<file path="config.mk">
export PLATFORM = sky130hd
export DESIGN_NAME = mem_bus_arbiter
export DESIGN_NICKNAME = d
export VERILOG_FILES = /design/src/rtl/mem_bus_arbiter.sv
export SDC_FILE = /design/constraint.sdc
export NUM_CORES = 1
export LEC_CHECK = 0
export ABC_AREA = 1
export CORE_ASPECT_RATIO = 1.1
export CORE_UTILIZATION = 42
export CTS_CLUSTER_DIAMETER = 80
export CTS_CLUSTER_SIZE = 24
export DETAILED_ROUTE_END_ITERATION = 7
export MAX_ROUTING_LAYER = met4
export PLACE_DENSITY = 0.8
export SLEW_MARGIN = 20
export SYNTH_ARGS = -nofsm -noshare
export SYNTH_HDL_FRONTEND = slang
export SYNTH_SLANG_ARGS = --single-unit
</file>
<file path="constraint.sdc">
create_clock -name clk -period 2.05 [get_ports clk]
set_input_delay 0.41 -clock clk [delete_from_list [all_inputs] [get_ports clk]]
set_output_delay 0.41 -clock clk [all_outputs]
set_load 0.1 [all_outputs]
</file>
<file path="src/rtl/mem_bus_arbiter.sv">
// Arbitrates one SRAM-like bus between the fetch port and the load/store port.
// Only one transaction is in flight at a time. A starvation counter guarantees that fetch makes progress.
module mem_bus_arbiter #(
  parameter int STARVE_LIMIT = 4,
  parameter int CNT_W        = 3
) (
  input  logic        clk,
  input  logic        rst,
  input  logic        inst_req,
  input  logic [31:0] inst_addr,
  input  logic        inst_cancel,
  output logic [31:0] inst_rdata,
  output logic        inst_data_ok,
  input  logic        data_req,
  input  logic        data_wr,
  input  logic [1:0]  data_size,
  input  logic [31:0] data_addr,
  input  logic [31:0] data_wdata,
  output logic [31:0] data_rdata,
  output logic        data_data_ok,
  output logic        bus_req,
  output logic        bus_wr,
  output logic [1:0]  bus_size,
  output logic [31:0] bus_addr,
  output logic [31:0] bus_wdata,
  input  logic        bus_addr_ok,
  input  logic        bus_data_ok,
  input  logic [31:0] bus_rdata,
  output logic        busy
);

  typedef enum logic [1:0] {
    IDLE = 2'd0,
    ADDR = 2'd1,
    DATA = 2'd2,
    RESP = 2'd3
  } state_t;

  localparam logic [CNT_W-1:0] LIMIT = CNT_W'(STARVE_LIMIT);

  state_t           state_r;
  logic             owner_data_r;
  logic             cancel_r;
  logic [CNT_W-1:0] cnt_r;
  logic             grant_data_s;
  logic             cancel_now_s;
  logic             resp_s;

  // Winner selection: data normally wins a tie unless fetch has starved long enough
  always_comb begin
    grant_data_s = 1'b0;
    if (inst_req && data_req) begin
      grant_data_s = (cnt_r != LIMIT);
    end else begin
      grant_data_s = data_req;
    end
  end

  // Cancel only applies to a fetch; it is folded in on the completing cycle too
  always_comb begin
    cancel_now_s = cancel_r | (inst_cancel & ~owner_data_r);
    resp_s       = 1'b0;
    case (state_r)
      ADDR:    resp_s = bus_addr_ok & bus_data_ok;
      DATA:    resp_s = bus_data_ok;
      default: resp_s = 1'b0;
    endcase
  end

  // Transaction FSM with registered bus and response outputs
  always_ff @(posedge clk or negedge rst) begin
    if (!rst) begin
      state_r      <= IDLE;
      owner_data_r <= 1'b0;
      cancel_r     <= 1'b0;
      cnt_r        <= '0;
      bus_req      <= 1'b0;
      bus_wr       <= 1'b0;
      bus_size     <= 2'd0;
      bus_addr     <= 32'd0;
      bus_wdata    <= 32'd0;
      inst_rdata   <= 32'd0;
      inst_data_ok <= 1'b0;
      data_rdata   <= 32'd0;
      data_data_ok <= 1'b0;
      busy         <= 1'b0;
    end else begin
      inst_data_ok <= 1'b0;
      data_data_ok <= 1'b0;
      case (state_r)
        IDLE: begin
          if (inst_req || data_req) begin
            state_r      <= ADDR;
            busy         <= 1'b1;
            bus_req      <= 1'b1;
            owner_data_r <= grant_data_s;
            if (grant_data_s) begin
              bus_wr    <= data_wr;
              bus_size  <= data_size;
              bus_addr  <= data_addr;
              bus_wdata <= data_wdata;
              if (!inst_req) begin
                cnt_r <= '0;
              end else if (cnt_r != LIMIT) begin
                cnt_r <= cnt_r + CNT_W'(1);
              end
            end else begin
              bus_wr    <= 1'b0;
              bus_size  <= 2'd2;
              bus_addr  <= inst_addr;
              bus_wdata <= 32'd0;
              cnt_r     <= '0;
            end
          end
        end
        ADDR: begin
          cancel_r <= cancel_now_s;
          if (bus_addr_ok) begin
            bus_req <= 1'b0;
            state_r <= bus_data_ok ? RESP : DATA;
          end
        end
        DATA: begin
          cancel_r <= cancel_now_s;
          if (bus_data_ok) begin
            state_r <= RESP;
          end
        end
        RESP: begin
          state_r  <= IDLE;
          busy     <= 1'b0;
          cancel_r <= 1'b0;
        end
        default: begin
          state_r  <= IDLE;
          busy     <= 1'b0;
          bus_req  <= 1'b0;
          cancel_r <= 1'b0;
        end
      endcase
      if (resp_s) begin
        if (owner_data_r) begin
          data_rdata   <= bus_rdata;
          data_data_ok <= 1'b1;
        end else begin
          inst_rdata   <= bus_rdata;
          inst_data_ok <= ~cancel_now_s;
        end
      end
    end
  end

endmodule
</file>
Word-level counts from Yosys, hierarchy flattened
Cells that the tools add are included.
{ "word_totals": {"out_inout_bits": 135, "ff_bits": 142, "ram_bits": 0, "mem_bits_ro": 0, "latch_bits": 0, "mem_count": 0} }
{ "classes": {"eq_ne": 8, "n_mux": 23, "add_sub_neg": 1, "multipliers": 0, "shift": 0, "bitwise": 5, "order_cmp": 0, "reduce_logical": 14, "div_mod_pow": 0} }
{ "op_table": {"columns": ["op", "n"], "rows": [
  ["$mux W32", 2],
  ["$mux W1", 9],
  ["$mux W3", 3],
  ["$reduce_and A3 Y1", 3],
  ["$mux W2", 4],
  ["$pmux W1 S2", 4],
  ["$pmux W2 S4", 1],
  ["$reduce_and A2 Y1", 4],
  ["$ne A2 B2 Y1 const B", 3],
  ["$reduce_bool A2 Y1", 3],
  ["$eq A2 B2 Y1 const B", 2],
  ["$add A3 B1 Y3 const B", 1],
  ["$ne A3 B2 Y1 const B", 1],
  ["$ne A3 B3 Y1 const B", 1],
  ["$and A1 B1 Y1", 2],
  ["$eq A2 B1 Y1 const B", 1],
  ["$logic_not A2 Y1", 1],
  ["$not A1 Y1", 2],
  ["$reduce_or A2 Y1", 1],
  ["$logic_and A1 B1 Y1", 1],
  ["$logic_or A1 B1 Y1", 1],
  ["$or A1 B1 Y1", 1]
]} }

Logic depth before layout (Yosys ltp)
Gate-level depths: netlist of run 1.
{ "depth": {"ltp_word": 6, "ltp_mapped": 9, "mapped_depth_nobuf": 7} }

Worst setup path before layout of run 1
No wires, ideal clock.
{ "synth_timing": {"path_type": "flip-flop to flip-flop", "startpoint": "register state_r[0]", "endpoint": "register inst_rdata[10]", "path_stages_with_launch": 10, "required_time_ns": 1.967, "slack_ns": 0.484, "t_arrival_ns": 1.483, "n_path_buf": 2, "synth_period_minus_slack_ns": 1.566, "path_cell_list": "dfrtp_1 > inv_1 > ha_1 > nand2_1 > inv_1 > nand3_1 > buf_2 > buf_2 > nand2_1 > o21ai_0"} }
{ "synth_via": {"elab_chain_cells": 3} }
{ "synth_rtl": {"columns": ["element", "line_no", "source"], "rows": [
  ["from (decl)", "41", "state_t state_r;"],
  ["from (signal assigned)", "120", "state_r <= bus_data_ok ? RESP : DATA;"],
  ["$eq A2 B2 Y1 or $eq A2 B1 Y1 (tied branches)", "63", "case (state_r)"],
  ["$pmux W1 S2 (*)", "63", null],
  ["$reduce_and A2 Y1 (no source line) (*)", null, null],
  ["to (signal assigned)", "146", "inst_rdata <= bus_rdata;"],
  ["to (decl)", "12", "output logic [31:0] inst_rdata,"]
]} }
Mark *: on every way between the ends. The rest lies on a longest branch, timed or not.
A chain may end at the register's enable or synchronous reset.

Worst setup path after layout of run 1
{ "layout_timing": {"startpoint": "register state_r[0]", "endpoint": "register data_rdata[12]"} }
{ "layout_via": {"elab_chain_cells": 3} }
{ "layout_rtl": {"columns": ["element", "line_no", "source"], "rows": [
  ["$eq A2 B2 Y1 or $eq A2 B1 Y1 (tied branches)", "63", null],
  ["$pmux W1 S2 (*)", "63", null],
  ["$reduce_and A2 Y1 (no source line) (*)", null, null],
  ["to (signal assigned)", "143", "data_rdata <= bus_rdata;"],
  ["to (decl)", "19", "output logic [31:0] data_rdata,"]
]} }
Marked as above.

==> results of run 1 <==
## per-layer routing
metal  part of all wire  vias up
met5                  0        -
met4              0.012        0
met3              0.064       16
met2               0.48      244
met1               0.44     2573
li1                   -     2799
## critical path, cell delays in order, from the launching register on
cell and delay (ps):
dfrtp_1 440, inv_1 130, ha_1 320, nand2_1 60, inv_1 60, nand3_2 80
buf_4 320, nand2_1 100, o21ai_0 90
## worst max path at each step
stage,end,slack [ps],depth (start not counted),from
6_report,data_rdata[12],350,8,state_r[0]
5_1_grt,data_rdata[31],180,8,state_r[0]
4_1_cts,data_rdata[12],330,8,state_r[0]
3_5_place_dp,bus_wdata[21],210,6,data_req
3_3_place_gp,bus_addr[13],260,7,inst_req
2_1_floorplan,inst_rdata[10],480,9,state_r[0]
## sequential cells by signal (all words and copies together), names as in the netlist
signal,cells
bus_addr,32
bus_wdata,32
data_rdata,32
inst_rdata,32
cnt_r,3
bus_size,2
state_r,2
bus_req,1
bus_wr,1
busy,1
cancel_r,1
data_data_ok,1
inst_data_ok,1
owner_data_r,1
## logic make-up (layout without fill, tap and decap cells)
logic type | count (synthesis) | after routing | synth area share
adders and majority gates | 8 | 8 | 0.0161
buffers and inverters | 151 | 432 | 0.110
xor gates and xnor gates | 1 | 1 | 0.00141
and+or+nand+nor | 366 | 366 | 0.242
AOI/OAI and AO/OA | 74 | 74 | 0.0606
DFF | 142 | 142 | 0.570
## placed cells by master (no fill, tap or decap), types with 3 or more instances in the layout
cell type,n
buf_12,7
buf_4,144
bufinv_16,3
clkbuf_16,17
clkdlybuf4s50_1,136
clkinv_4,3
clkinvlp_4,4
dfrtp_1,142
ha_1,8
inv_1,111
nand2_1,284
nand3_1,69
nand3_2,3
nand4_1,3
nor2_4,3
o21ai_0,71
## final cells by class
cell class,count,area [um^2],share of cell area
clock buffer,18,429,0.0456
clock inverter,12,164,0.0174
inverter,113,424,0.0450
multi-input combinational,449,2010,0.213
sequential,142,3550,0.377
tap,192,240,0.0255
timing repair buffer,289,2600,0.276
## through the flow
step	util	area [um^2]	hold slack, ps	setup WS (ps)
finish	0.652	9420	473	347
global route	0.652	9420	496	183
detailed placement	0.610	8820	356	214
CTS	0.652	9420	482	328
floorplan	-	6230	114	484
global placement	0.610	8820	354	261
==> results.md, run 1 <==
* Boundary pin count at 273
* Inserted Diodes at 0
* Synth area leader: dfrtp_1
* Hold WC Path Type: register to register
* Max Transition Viols Final at 0
* Share of cells above drive strength 1 at 0.188
* GRT Total Usage at 0.220
* Rows at 46
* Nets at 1158
* Placed wire-length estimate at 11900 um
* Top cells by count, synth: 284 x nand2_1, 142 x dfrtp_1, 111 x inv_1, 71 x nand3_1, 71 x o21ai_0
* Status: finished clean
* CTS Hold Bufs at 1
* Distinct cells, synth at 23
* Post-CTS sizing at 0
* Worst-Skew Late Latency at 410 ps
* Remaining global-route overflow at 0
* #FFs+latches synth at 142
* Final period util at 0.831
* Max Cap Viol at 0
* # fillers at 1222
* Final hold violation count at 0
* Worst Path Required at 2360 ps
* First DRT Iteration DRCs at 307
* Synth area leaders: dfrtp_1 57%, nand2_1 17%, inv_1 6.7%
* Post-synthesis instance area at 6230 um^2
* Core Footprint at 14400 um^2
* CP startpoint kind: register
* Post-synthesis sequential area ratio at 0.570
* CTS tree: yes
* Number of iterations in the first detailed-routing pass at 5
* Primary FF master, synth: dfrtp_1
* Slew Limit Headroom at 0.728
* Ys async rst share at 1.00
* Synthesized instance count at 742
* Routed len/inst at 13.5 um
* Sink Count at 142
* Reg2Reg Depth at 8
* RSZ-0062 raised after global routing: false
* CTS root buf: clkbuf_16
* Met2 Use GR at 0.355
* Number of global-route vias before repair at 5210
* Post-synth top area share at 0.570
* WS Path Type: register to register
* GR Util met3 at 0.0468
* Largest net degree at the start of global routing at 66
* Gpl congestion at 0.813
* Placed Cells at 1184
* Hold endpoint: bus_req
* DR DRC count at 0
* Count leader, synth: nand2_1
* Reg clk slew, reported paths at 60 ps
* Crit path time final at 1700 ps
* # setup viols final at 0
* Crit path capture type: register
* Die W at 118 um
* Vias at 5632
* R2R Path End: data_rdata[12]
* Fmax at 0.587 GHz
* R2r setup slk at 350 ps
* Antenna Nets Post-Route at 0
* Post-Layout Cell Count at 1215
* Skew final at 12.2 ps
* Clock tree buffer depth at 2
* CTS Buf Count at 17
* Post-Route WL at 16400 um
* FF-to-FF Start: state_r[0]
* Number of synthesized flops with an enable pin at 0
* PortBufs at 272
* Die footprint at 15300 um^2
* Vias per cell at 4.64
* Synth Net Count at 888
* Most Crowded Layer GR: met2
* H-tree depth at 4
* Hold path start: bus_req
* Syn-to-layout area delta at 51.1%
* Avg Inst Size Synth at 8.40 um^2
* Die H at 130 um
* Worst-margin pin slew at 408 ps
* First-pass GRT wire length at 25800 um
* Crit path arrival time at 2010 ps
* Initial Util at 0.432
* Peak fanout along the critical path at 38
* Initial antenna violation count at 0
* Post-CTS setup buffer count at 0
* Final setup TNS at 0 ps
* Yosys warns at 0
* Met1 Use GR at 0.281
* Worst hold path cell count at 2
Power of run 1 is not shown: default switching activity piles up to over one toggle a cycle in this logic, so the estimate is an artifact.
==> inputs of run 2 (changes only) <==
==> constraint.sdc (replaced) <==
create_clock -name clk -period 1.7 [get_ports clk]
set_input_delay 0.34 -clock clk [delete_from_list [all_inputs] [get_ports clk]]
set_output_delay 0.34 -clock clk [all_outputs]
set_load 0.1 [all_outputs]
==> results.md, run 2 (same netlist as run 1, synthesis figures left out) <==
* Fmax at 0.620 GHz (+5.6%)
* Vias at 5894 (+4.7%)
* CTS Buf Count at 17 (unchanged)
* Die footprint at 15300 um^2 (unchanged)
* Worst setup margin at 87.4 ps (-260 ps)
* # fillers at 879 (-28%)
* Initial Util at 0.432 (unchanged)
* CP startpoint kind: register
* Vias per cell at 4.79 (+3.3%)
* Die H at 130 um (unchanged)
* Fin util at 0.782 (+0.130)
* Max Cap Viol at 0 (unchanged)
* Worst-Skew Late Latency at 410 ps (about the same)
* Inserted Diodes at 0 (unchanged)
* Clock tree buffer depth at 2 (unchanged)
* Max Transition Viols Final at 0 (unchanged)
* Crit path time final at 1610 ps (-90.1 ps)
* Syn-to-layout area delta at 81.3%
* Share of cells above drive strength 1 at 0.200 (+0.0125)
* Gpl congestion at 0.833 (+2.5%)
* Largest net degree at the start of global routing at 66 (unchanged)
* First DRT Iteration DRCs at 347 (+13%)
* PortBufs at 272 (unchanged)
* Initial antenna violation count at 0 (unchanged)
* Sink Count at 142 (unchanged)
* Routed len/inst at 15.1 um (+12%)
* First-pass GRT wire length at 29400 um (+14%)
* Rows at 46 (unchanged)
* CTS tree: yes
* DP Area at 10600 um^2 (+21%)
* Placed wire-length estimate at 13700 um (+16%)
* Most common cell after layout, fill and taps aside: nand2_1
* Crit path arrival time at 1930 ps (-80 ps)
* CTS root buf: clkbuf_16
* Peak fanout along the critical path at 32 (-16%)
* Boundary pin count at 273 (unchanged)
* Reg clk slew, reported paths at 60 ps (about the same)
* Nets at 1172 (+1.2%)
* H-tree depth at 4 (unchanged)
* Final hold violation count at 0 (unchanged)
* # setup viols final at 0 (unchanged)
* Remaining global-route overflow at 0 (unchanged)
* Status: finished clean
* Skew final at 8.98 ps (-3.18 ps)
* Number of iterations in the first detailed-routing pass at 5 (unchanged)
* Worst-margin pin slew at 387 ps (-21.0 ps)
* Die W at 118 um (unchanged)
* Reg area at 3550 um^2 (unchanged)
* Post-Route WL at 18600 um (+13%)
* Crit path capture type: register
* DR DRC count at 0 (unchanged)
* Core Footprint at 14400 um^2 (unchanged)
* WS Path Type: register to register
* Final period util at 0.949 (+0.118)
* Setup WS pre-CTS at 3.72 ps (-210 ps)
* Hold WC Path Type: primary input to async pin
* Multi-input gate area at 2020 um^2 (+0.87%)
* Final setup TNS at 0 ps (unchanged)
* GRT Total Usage at 0.257 (+0.0364)
* Slew Limit Headroom at 0.742 (+0.0140)
* Commonest non-fill, non-tap cells in the layout: 284 x nand2_1, 146 x buf_12, 142 x dfrtp_1
* Worst Path Required at 2020 ps (-340 ps)
* Number of global-route vias before repair at 5840 (+12%)
* Design Area, Final at 11300 um^2 (+20%)
* Antenna Nets Post-Route at 0 (unchanged)
-- run 2: changes by cell type in the layout (fill, tap and decap cells not counted), moves of 3 or more --
cell and change:
o21ai_0 -6, o21ai_1 +6, buf_12 +139, buf_4 -127, clkinv_2 +4, clkinvlp_4 -3
-- run 2: what timing repair did --
| action | 4_1_cts | 5_1_grt |
|---|---|---|
| gates cloned | 0 | 2 |
| buffers inserted | 0 | 2 |
| hold endpoints to repair | 34 | 0 |
| gates resized for setup | 1 | 9 |
| setup endpoints to repair | 1 | 129 |
| pin swaps | 0 | 0 |
| hold buffers | 1 | 0 |
-- run 2: final timing paths --
kind,to,cells past startpoint,slack (ps),start
min in group clk,bus_wdata[25],3,460,data_wdata[25]
max,inst_rdata[10],7,90,state_r[1]
max reg2reg,inst_rdata[10],7,90,state_r[1]
min reg2reg,cancel_r,2,480,cancel_r
max in group asynchronous,bus_addr[20],3,690,rst
min,inst_rdata[6],2,440,rst
-- run 2: final cells by class --
class,instances,share of cell area
well taps,192,0.0213
inverters,113,0.0375
clock buffers,22,0.0411
multi-input cells,449,0.179
clock inverters,10,0.0101
flip-flops and latches,142,0.314
repair buffers,303,0.397
-- run 2: per-stage QoR --
step / hold WS (ps) / std cells
2_1_floorplan: 44.4 / 742
3_3_place_gp: 267 / 1194
3_5_place_dp: 275 / 1194
4_1_cts: 429 / 1227
5_1_grt: 448 / 1231
6_report: 441 / 1231
-- run 2: routing by layer --
| metal | global-route usage | wire (um) | share of wire |
|---|---|---|---|
| met1 | 0.290 | 7160 | 0.39 |
| met2 | 0.419 | 9240 | 0.50 |
| met5 | - | 0 | 0 |
| met4 | 0.105 | 567 | 0.031 |
| met3 | 0.0896 | 1580 | 0.085 |
-- run 2: critical path, stage by stage (launching register included) --
cell and delay, ps:
dfrtp_1 390, inv_1 120, ha_1 320, nand2_1 60, inv_2 90, nand3_4 120
clkbuf_16 230, o21ai_0 190
Power of run 2 is left out for the same reason.
==> inputs of run 3 (changes only) <==
--- a/config.mk
+++ b/config.mk
@@ -6,7 +6,6 @@
 export NUM_CORES = 1
 export LEC_CHECK = 0
 export ABC_AREA = 1
-export CORE_ASPECT_RATIO = 1.1
 export CORE_UTILIZATION = 42
 export CTS_CLUSTER_DIAMETER = 80
 export CTS_CLUSTER_SIZE = 24
==> results.md, run 3 (same netlist as run 1, synthesis figures left out) <==
* Routed len/inst at 16.1 um (+6.6%)
* Hold WC Path Type: primary input to async pin
* CP max-delay cell: dfrtp_1
* Die footprint at 15300 um^2 (about the same)
* Number of iterations in the first detailed-routing pass at 5 (unchanged)
* Antenna Nets Post-Route at 0 (unchanged)
* First DRT Iteration DRCs at 319 (-8.1%)
* WS Path Type: register to register
* Initial antenna violation count at 0 (unchanged)
* H-tree depth at 4 (unchanged)
* Most common cell after layout, fill and taps aside: nand2_1
* Fmax at 0.622 GHz (+0.23%)
* DR DRC count at 0 (unchanged)
* Die H at 124 um (-4.6%)
* Core Footprint at 14500 um^2 (+0.61%)
* CP startpoint kind: register
* Worst-Skew Late Latency at 420 ps (about the same)
* Die W at 124 um (+4.8%)
* R2r setup slk at 90 ps (about the same)
* Vias at 5940 (+0.78%)
* RSZ-0062 raised after global routing: false
* Final hold violation count at 0 (unchanged)
* Share of cells above drive strength 1 at 0.200 (about the same)
* Crit path capture type: register
* PortBufs at 272 (unchanged)
* Post-Route WL at 19600 um (+5.5%)
* Skew final at 7.93 ps (-1.05 ps)
* Inserted Diodes at 0 (unchanged)
* Crit path time final at 1610 ps (-3.77 ps)
* Max incr delay on CP at 360 ps (-30 ps)
* Max Cap Viol at 0 (unchanged)
* R2R Path End: data_rdata[9]
* Number of global-route vias before repair at 6082 (+4.1%)
* Crit path arrival time at 1890 ps (-40 ps)
* Sink Count at 142 (unchanged)
* GRT Total Usage at 0.273 (+0.0164)
* Reg2Reg Depth at 8 (+1)
* Nets at 1168 (-0.34%)
* Clock tree buffer depth at 2 (unchanged)
* First-pass GRT wire length at 30000 um (+2.1%)
* Remaining global-route overflow at 0 (unchanged)
* Reg clk slew, reported paths at 60 ps (about the same)
* Rows at 44 (-4.3%)
* CP dominant cell by count: nand2_1
* Boundary pin count at 273 (unchanged)
* Placed wire-length estimate at 14100 um (+2.5%)
* Gpl congestion at 0.808 (-3.1%)
* Setup WS pre-CTS at -70.2 ps (-73.9 ps)
* Crit-path cells: inv_1 -> ha_1 -> nand2_1 -> inv_2 -> nand3_4 -> buf_12 -> nand2_1 -> o21ai_0
* Slew Limit Headroom at 0.717 (-0.0252)
* Max Transition Viols Final at 0 (unchanged)
* Commonest non-fill, non-tap cells in the layout: 284 x nand2_1, 145 x buf_12, 142 x dfrtp_1
* CTS Buf Count at 17 (unchanged)
* # setup viols final at 0 (unchanged)
* Syn-to-layout area delta at 80.5%
* Final period util at 0.946 (-0.00222)
* Worst setup margin at 91.2 ps (+3.77 ps)
* Vias per cell at 4.87 (+1.8%)
* CTS tree: yes
* CTS root buf: clkbuf_16
* FF-to-FF Start: state_r[1]
* Worst Path Required at 1980 ps (-40 ps)
* Worst-margin pin slew at 425 ps (+37.8 ps)
* Status: finished clean
* Peak fanout along the critical path at 33 (+3.1%)
* Largest net degree at the start of global routing at 62 (-6.1%)
* Initial Util at 0.429 (-0.00260)
==> run 3: how the worst max path moves through the flow <==
| stage | start | to | slack (ps) | cells after the start |
|---|---|---|---|---|
| after floorplan | state_r[0] | inst_rdata[10] | 130 | 9 |
| after global placement | data_req | bus_size[0] | -20 | 7 |
| after CTS | state_r[1] | data_rdata[29] | 40 | 8 |
| after global routing | state_r[1] | data_rdata[9] | 9 | 8 |
| after detailed placement | data_req | bus_wdata[16] | -70 | 7 |
| final | state_r[1] | data_rdata[9] | 90 | 8 |
==> run 3: critical path: cells and delay by family (launching register included) <==
| kind | cells | cell delay [ps] |
|---|---|---|
| DFF | 1 | 360 |
| buffers and inverters | 3 | 380 |
| AOI/OAI and AO/OA | 1 | 120 |
| adders and majority gates | 1 | 310 |
| and+or+nand+nor | 3 | 290 |
==> run 3: metal layers <==
metal / part of all wire / track usage / vias up
li1: - / - / 2821
met1: 0.35 / 0.277 / 2768
met2: 0.51 / 0.474 / 291
met3: 0.098 / 0.0875 / 60
met4: 0.036 / 0.135 / 0
met5: 0 / - / -
==> run 3: metrics by stage <==
| step | cell area (um^2) | hold WS (ps) | TNS (ps) | util | std cells |
|---|---|---|---|---|---|
| after detailed placement | 10600 | 295 | -1030 | 0.728 | 1183 |
| after floorplan | 6230 | 44.4 | 0 | - | 742 |
| after global placement | 10600 | 295 | -16.0 | 0.728 | 1183 |
| after global routing | 11300 | 446 | 0 | 0.774 | 1219 |
| final | 11300 | 410 | 0 | 0.774 | 1219 |
| after CTS | 11200 | 410 | 0 | 0.774 | 1219 |
==> run 3: layout make-up <==
class	instances	area [um^2]
multi-input cells	449	2020
clock inverters	14	164
repair buffers	299	4430
well taps	184	230
fillers	896	3280
flip-flops and latches	142	3550
inverters	113	424
clock buffers	18	439
==> run 3: timing repair <==
item                                    CTS  global route
gates cloned                              1             0
gates resized for setup                   0             6
pin swaps                                 0             0
hold buffers                              1             0
endpoints found under the hold margin    37             0
endpoints found under the setup margin    1            20
setup buffers                             2             0
Power of run 3 is left out for the same reason.
